`src/rtl/gpio_periph.sv`:
```
// gpio_periph: memory-mapped GPIO block with WIDTH bidirectional pins.
// Registers: OUT, SET, CLR, TGL, DIR, IN, IRQ_EN, IRQ_STATUS (RW1C), IRQ_POL.
// Inputs pass through a two-flop synchroniser and a history flop for edge detection.
// Bus handshake: a write commits on the posedge where write=1 and the address
// hits the window. A read samples on the posedge where read=1 and the address
// hits, and data_out holds that value for the following cycle. data_out is 0
// on every other cycle. There is no back-pressure, so every access takes one cycle.
module gpio_periph #(
  parameter int               WIDTH     = 8,
  parameter logic [9:0]       BASE_ADDR = 10'h50,
  parameter logic [WIDTH-1:0] OUT_RESET = '0
) (
  input  logic             clk,
  input  logic             rst_n,
  input  logic [9:0]       address,
  input  logic [31:0]      data_in,
  input  logic [3:0]       wstrb,
  input  logic             write,
  input  logic             read,
  output logic [31:0]      data_out,
  input  logic [WIDTH-1:0] gpio_in,
  output logic [WIDTH-1:0] gpio_out,
  output logic [WIDTH-1:0] gpio_oe,
  output logic             irq
);

  localparam logic [3:0] OFF_OUT  = 4'd0;
  localparam logic [3:0] OFF_SET  = 4'd1;
  localparam logic [3:0] OFF_CLR  = 4'd2;
  localparam logic [3:0] OFF_TGL  = 4'd3;
  localparam logic [3:0] OFF_DIR  = 4'd4;
  localparam logic [3:0] OFF_IN   = 4'd5;
  localparam logic [3:0] OFF_IEN  = 4'd6;
  localparam logic [3:0] OFF_ISTS = 4'd7;
  localparam logic [3:0] OFF_IPOL = 4'd8;

  // Architectural state
  logic [WIDTH-1:0] out_q, out_d;
  logic [WIDTH-1:0] dir_q, dir_d;
  logic [WIDTH-1:0] irq_en_q, irq_en_d;
  logic [WIDTH-1:0] irq_st_q, irq_st_d;
  logic [WIDTH-1:0] irq_pol_q, irq_pol_d;
  logic [31:0]      data_out_q, data_out_d;

  // Input path: two synchroniser stages plus the edge-history flop
  logic [WIDTH-1:0] sync1_q, sync2_q, prev_q;

  // Bus decode
  logic [3:0]       offset;
  logic             hit;
  logic             wr_en;
  logic             rd_en;
  logic [31:0]      byte_mask;
  logic [31:0]      wdata;
  logic [WIDTH-1:0] wd;
  logic [WIDTH-1:0] wm;

  // Edge detect
  logic [WIDTH-1:0] rise;
  logic [WIDTH-1:0] fall;
  logic [WIDTH-1:0] evt;

  // Read mux
  logic [WIDTH-1:0] rd_field;
  logic [31:0]      rd_val;
  logic [WIDTH-1:0] w1c;

  // The window is the 64-byte block selected by address[9:6]; address[1:0] is ignored.
  assign offset    = address[5:2];
  assign hit       = (address[9:6] == BASE_ADDR[9:6]) && (offset < 4'd9);
  assign wr_en     = write && hit;
  assign rd_en     = read && hit;
  assign byte_mask = {{8{wstrb[3]}}, {8{wstrb[2]}}, {8{wstrb[1]}}, {8{wstrb[0]}}};
  assign wdata     = data_in & byte_mask;
  assign wd        = wdata[WIDTH-1:0];
  assign wm        = byte_mask[WIDTH-1:0];

  // Bits above WIDTH and the byte-lane address bits carry no meaning here
  logic unused_bits;
  assign unused_bits = ^{address[1:0], wdata, byte_mask};

  assign rise = sync2_q & ~prev_q;
  assign fall = ~sync2_q & prev_q;
  assign evt  = (irq_pol_q & fall) | (~irq_pol_q & rise);

  // Next-state for the register file: one offset is written per cycle at most
  always_comb begin
    out_d     = out_q;
    dir_d     = dir_q;
    irq_en_d  = irq_en_q;
    irq_pol_d = irq_pol_q;
    w1c       = '0;
    if (wr_en) begin
      case (offset)
        OFF_OUT:  out_d     = (out_q & ~wm) | wd;
        OFF_SET:  out_d     = out_q | wd;
        OFF_CLR:  out_d     = out_q & ~wd;
        OFF_TGL:  out_d     = out_q ^ wd;
        OFF_DIR:  dir_d     = (dir_q & ~wm) | wd;
        OFF_IEN:  irq_en_d  = (irq_en_q & ~wm) | wd;
        OFF_ISTS: w1c       = wd;
        OFF_IPOL: irq_pol_d = (irq_pol_q & ~wm) | wd;
        default:  ;
      endcase
    end
    // An event arriving together with a clear of the same bit keeps the bit set
    irq_st_d = (irq_st_q & ~w1c) | evt;
  end

  // Read mux selects the pre-write value, zero-extended to 32 bits
  always_comb begin
    rd_field = '0;
    rd_val   = '0;
    case (offset)
      OFF_OUT:  rd_field = out_q;
      OFF_DIR:  rd_field = dir_q;
      OFF_IN:   rd_field = sync2_q;
      OFF_IEN:  rd_field = irq_en_q;
      OFF_ISTS: rd_field = irq_st_q;
      OFF_IPOL: rd_field = irq_pol_q;
      default:  rd_field = '0;
    endcase
    rd_val[WIDTH-1:0] = rd_field;
    data_out_d = rd_en ? rd_val : 32'd0;
  end

  // State registers with synchronous active-low reset overriding any access
  always_ff @(posedge clk) begin
    if (!rst_n) begin
      out_q      <= OUT_RESET;
      dir_q      <= '0;
      irq_en_q   <= '0;
      irq_st_q   <= '0;
      irq_pol_q  <= '0;
      sync1_q    <= '0;
      sync2_q    <= '0;
      prev_q     <= '0;
      data_out_q <= '0;
    end else begin
      out_q      <= out_d;
      dir_q      <= dir_d;
      irq_en_q   <= irq_en_d;
      irq_st_q   <= irq_st_d;
      irq_pol_q  <= irq_pol_d;
      sync1_q    <= gpio_in;
      sync2_q    <= sync1_q;
      prev_q     <= sync2_q;
      data_out_q <= data_out_d;
    end
  end

  assign data_out = data_out_q;
  assign gpio_out = out_q;
  assign gpio_oe  = dir_q;
  assign irq      = |(irq_st_q & irq_en_q);

endmodule

```
`config.mk`:
```
export PLATFORM = sky130hd
export DESIGN_NAME = gpio_periph
export DESIGN_NICKNAME = d
export VERILOG_FILES = /design/src/rtl/gpio_periph.sv
export SDC_FILE = /design/constraint.sdc
export NUM_CORES = 1
export LEC_CHECK = 0
export ABC_CLOCK_PERIOD_IN_PS = 1600
export CORE_MARGIN = 2
export CORE_UTILIZATION = 42
export CTS_CLUSTER_SIZE = 25
export DETAILED_ROUTE_END_ITERATION = 8
export PLACE_DENSITY = 0.76
export SYNTH_ARGS = -nofsm -noshare
export SYNTH_HDL_FRONTEND = slang
export SYNTH_SLANG_ARGS = --single-unit
```
`constraint.sdc`:
```
create_clock -name clk -period 1.6 [get_ports clk]
set_clock_uncertainty 0.15 [all_clocks]
set_input_delay 0.24 -clock clk [delete_from_list [all_inputs] [get_ports clk]]
set_output_delay 0.24 -clock clk [all_outputs]
set_load 0.05 [all_outputs]
```
==> impl_metrics.ini <==
[critical_path]
path_cells = a22oi_1 > nand4_1 > buf_12
arrival_ps = 1360
max_stage_delay_ps = 330
worstPathRequired_ps = 1210
path_max_fanout = 3
cp-start-kind = register
cp-end-kind = output port
path_buf_inv = 1
path_delay_family = flip-flops
critPathSlowestCell = dfxtp_1
critPathKind = register to output port

[cts]
cts_buffers = 9
h-tree-depth = 3
clk_pin_slew_ps = 80
cts-root-buf = clkbuf_8
holdBufCountCts = 0
clockBufferDepth = 2
worstSkewPairLatency_ps = 350
cts_tree = done
cts.sinks = 72

[drt]
drc = 0
wl_per_cell_um = 16.6
drt_iter0_drc = 267
firstDrtPassIters = 5
num_vias = 3182
viasPerCell = 5.52
ant_nets = 0
routed_wl_mm = 9.57

[synth]
synthAdderAreaFrac = 0.0291
synthTopCellsByArea = dfxtp_1 (42%), buf_4 (6.1%), and2_1 (4.5%)
synth_compound_area_frac = 0.217
ys_types = 37
synth_xor_area_frac = 0
yosysWarnings = 0
synth-edff-count = 0
synth_area_mm2 = 0.00344
synthSimpleGateAreaFrac = 0.220
synthArstFlopShare = 0
synth_top_area_cell = dfxtp_1
synth_top_family_by_area = simple AND/OR/NAND/NOR gates
synth_seq_cells = 72
postSynthAreaPerCell_um2 = 9.13
yosysSeqAreaShare = 0.419
yosys.area.top_type_share = 0.419
ys.flop_type = dfxtp_1
synthMuxAreaShare = 0.0233
synth_cells = 377

[final_layout]
nets = 532
antennaDiodeCount = 0
mostFrequentLayoutCells = dfxtp_1 (69), buf_4 (43), nand2_1 (35)
synthToLayoutAreaGrowth_pct = 40.7
final_util = 0.598
layout_commonest_cell = dfxtp_1
drive_above_1_share = 0.227

[power_and_ir_drop]
ir_worst_vdd_v = 0.000700
power.density_mw_per_mm2 = 787
total_power_mw = 3.81
p_leak_nw = 1.91

[grt]
first_global_vias = 3088
grt_use_total = 0.222
overflow = 0
grt_pass1_wl_mm = 15.2
antenna_found_initial = 0
grt_max_degree = 29

[sta]
tns_ps = -148
max_freq_ghz = 0.572
hold_viol = 0
hold_ws_ps = 263
post-route-period-util = 1.09
setup_viol = 1
report.final.slew_viol_count = 0
grt_setup_unrepaired = true
finalWorstSetupSlack_ps = -148
fin_crit_ps = 1750

[die]
ios = 107
fp.dieW_um = 94.5
core_area_mm2 = 0.00809
start_util = 0.425
rows = 33
die_y_um = 94.5
die_area_mm2 = 0.00893

[place]
place_hpwl_mm = 6.54
portBuffers = 53
gp_congestion = 0.898
dp_slack_ps = -520

[outcome]
status = finished with violations
violations = setup timing

[worst_hold_path]
hold_path_class = input pin to register

[run]
drv_cap = 0
==> per-stage QoR <==
stage / cell area, µm² / cells
floorplan: 3530 / 400
global placement: 4500 / 552
detailed placement: 4500 / 552
CTS: 4770 / 574
global route: 4840 / 576
finish: 4840 / 576
==> what timing repair did <==
action	in CTS	in global routing
buffers inserted	5	1
cloned	1	1
setup endpoints to repair	34	36
resized for setup	9	16
hold endpoints to repair	0	0
pin swaps	7	5
==> synthesized netlist by cell type, types with 3 or more instances <==
master / count
mux2i_1: 8
nand2_1: 35
a2bb2oi_1: 8
dfxtp_1: 72
and2_1: 25
o21ai_0: 20
nand3_1: 29
buf_1: 3
nand2b_1: 5
nor2b_1: 10
o2bb2ai_1: 8
o21ai_1: 17
clkbuf_1: 13
nand4_1: 3
buf_4: 28
o2111ai_1: 4
a22oi_1: 12
ha_1: 8
o221ai_1: 8
nor3b_1: 8
a21boi_0: 16
buf_2: 3
a21oi_1: 16
==> final timing paths <==
kind / start / end / slack (ps) / depth (start not counted)
setup / recovery: irq_st_q[2] / irq / -150 / 3
hold / removal: rst_n / data_out[1] / 260 / 4
setup reg to reg: gpio_out[2] / gpio_out[2] / 330 / 4
hold reg to reg: sync1_q[1] / sync2_q[1] / 290 / 1
==> kinds of logic after synthesis <==
kind of cell | Yosys count
other cells | 1
buf+inv | 50
flops | 72
simple gates | 128
compound gates | 110
fa+ha+maj | 8
mux | 8
==> cell type report <==
cell class | instances | area (µm²)
Fill cell | 691 | 3250
Tap cell | 105 | 131
Sequential cell | 72 | 1450
Clock buffer | 12 | 145
Clock inverter | 4 | 53.8
Timing Repair Buffer | 103 | 1230
Inverter | 1 | 3.75
Multi-Input combinational cell | 279 | 1830
==> layer usage <==
metal | part of all wire | routed length (µm) | vias up | global-route usage
met5 | 0 | 0 | - | 0
met4 | 0.033 | 312 | 0 | 0.128
met3 | 0.075 | 718 | 27 | 0.0351
met2 | 0.48 | 4570 | 148 | 0.355
met1 | 0.41 | 3970 | 1515 | 0.283
li1 | - | - | 1492 | -
==> where the power goes <==
part	internal, mW	total (mW)	switching (mW)
Sequential	1.83	1.85	0.0227
Combinational	0.189	0.502	0.313
Clock	0.766	1.46	0.694
Total	2.78	3.81	1.03
==> tightest hold or removal path, stage by stage <==
cell	delay [ps]
buf_2	140
o2111ai_1	100
buf_4	180
a21oi_1	50
Note: power is estimated with default switching activity, not from simulation.
==> variant: new RTL, same settings <==
Make the reset (`rst_n`) asynchronous in one clocked block. Comments in the files are not updated.
--- a/src/rtl/gpio_periph.sv
+++ b/src/rtl/gpio_periph.sv
@@ -125,7 +125,7 @@
   end
 
   // State registers with synchronous active-low reset overriding any access
-  always_ff @(posedge clk) begin
+  always_ff @(posedge clk or negedge rst_n) begin
     if (!rst_n) begin
       out_q      <= OUT_RESET;
       dir_q      <= '0;
Behaviour: differs if rst_n is asserted again (counterexample within 4 cycles, from zero or initial values and one cycle with rst_n low); with rst_n held inactive, the same outputs for 4 cycles.
==> variant against the unedited design <==
  * The flow still finishes with violations (setup timing)
  * Sequential cell count unchanged
  * Register-to-register slack got worse by 0.35 ns
  * Final cell count decreased by 9.9%
  * Total power increased by 14%
  * Final area increased by 2.8%
  * Setup slack about the same
  * Via count decreased by 11%
  * Area after synthesis increased by 0.73%
  * Wire length decreased by 3.2%
==> variant: results <==
{
  "firstDrtPassIters": 6,
  "slowest_stage": "dfrtp_1",
  "multi_input_area_share_pct": 31.63,
  "p_switching_mw": 1.172,
  "ys_async_sr_fraction_pct": 100.0,
  "muxShareOfSynthArea_pct": 12.06,
  "drtIter0Drc": 262,
  "max_stage_delay_ns": 0.43,
  "p_comb_share_pct": 18.4,
  "ir_drop_mv": 0.4179,
  "use_met1_pct": 28.23,
  "setup_viol": 2,
  "gp_congestion": 0.9381,
  "placed_area_mm2": 0.004617,
  "synth-compound-area-share_pct": 14.04,
  "grt_pass1_vias": 2895,
  "status": "finished, violations left",
  "fill_cells": 640,
  "buffers": 110,
  "hold_start": "gpio_in[0]",
  "clockNetworkAreaShare_pct": 4.425,
  "reg2reg_slack_ns": -0.02,
  "synth.distinct_cells": 38,
  "yosysSeqAreaShare_pct": 51.99,
  "nonClkBufAreaFrac_pct": 24.64,
  "synth_fa_ha_area_share_pct": 2.888,
  "routed_wirelength_um": 9270,
  "sh_seq_area_pct": 36.21,
  "pg_seq_mw": 1.95,
  "post-place-ws_ns": -0.6236,
  "met1_length_um": 3790,
  "vias": 2829,
  "grt_pass1_wl_um": 14840,
  "r2r_start": "irq_st_q[4]",
  "n_all_inverters": 6,
  "finalWorstSetupSlack_ns": -0.1487,
  "dp_hpwl_um": 6647,
  "routed-wl-met2_um": 4473,
  "violations": "setup timing",
  "holdPathEnd": "sync1_q[0]",
  "layout-drive-gt1-share_pct": 30.92,
  "die-width_um": 94.84,
  "grt_use_met2_pct": 36.05,
  "grt_util_met3_pct": 6.225,
  "grt_start_max_net_pins": 73,
  "layout.nets": 476
}
## variant: timing repair
action                                 in CTS  in global routing
endpoints found under the hold margin      72                  0
hold buffers                                1                  0
resized for setup                          29                  9
setup endpoints to repair                  47                  9
setup buffers                               3                  4
pin swaps                                   7                  4
## variant: cell families after synthesis
kind of cell    Yosys count
simple gates             75
mux                      38
compound gates           66
buf+inv                  42
flops                    72
other cells               1
fa+ha+maj                 8
## variant: per-stage QoR
stage          cells  util, %  total power [mW]  TNS [ns]
2_1_floorplan    325        -             2.415         0
4_1_cts          515    60.92             4.380   -0.1320
5_1_grt          519    61.49             4.541   -0.2598
3_5_place_dp     496    57.05             2.756    -24.48
6_report         519    61.49             4.347   -0.1689
3_3_place_gp     496    57.05             2.731    -23.34
## variant: worst max-delay path: cells and delay by family (launching register included)
kind / cells / cell delay, ns
DFF: 1 / 0.43
AOI/OAI and AO/OA: 1 / 0.20
buffers and inverters: 1 / 0.20
and+or+nand+nor: 1 / 0.18
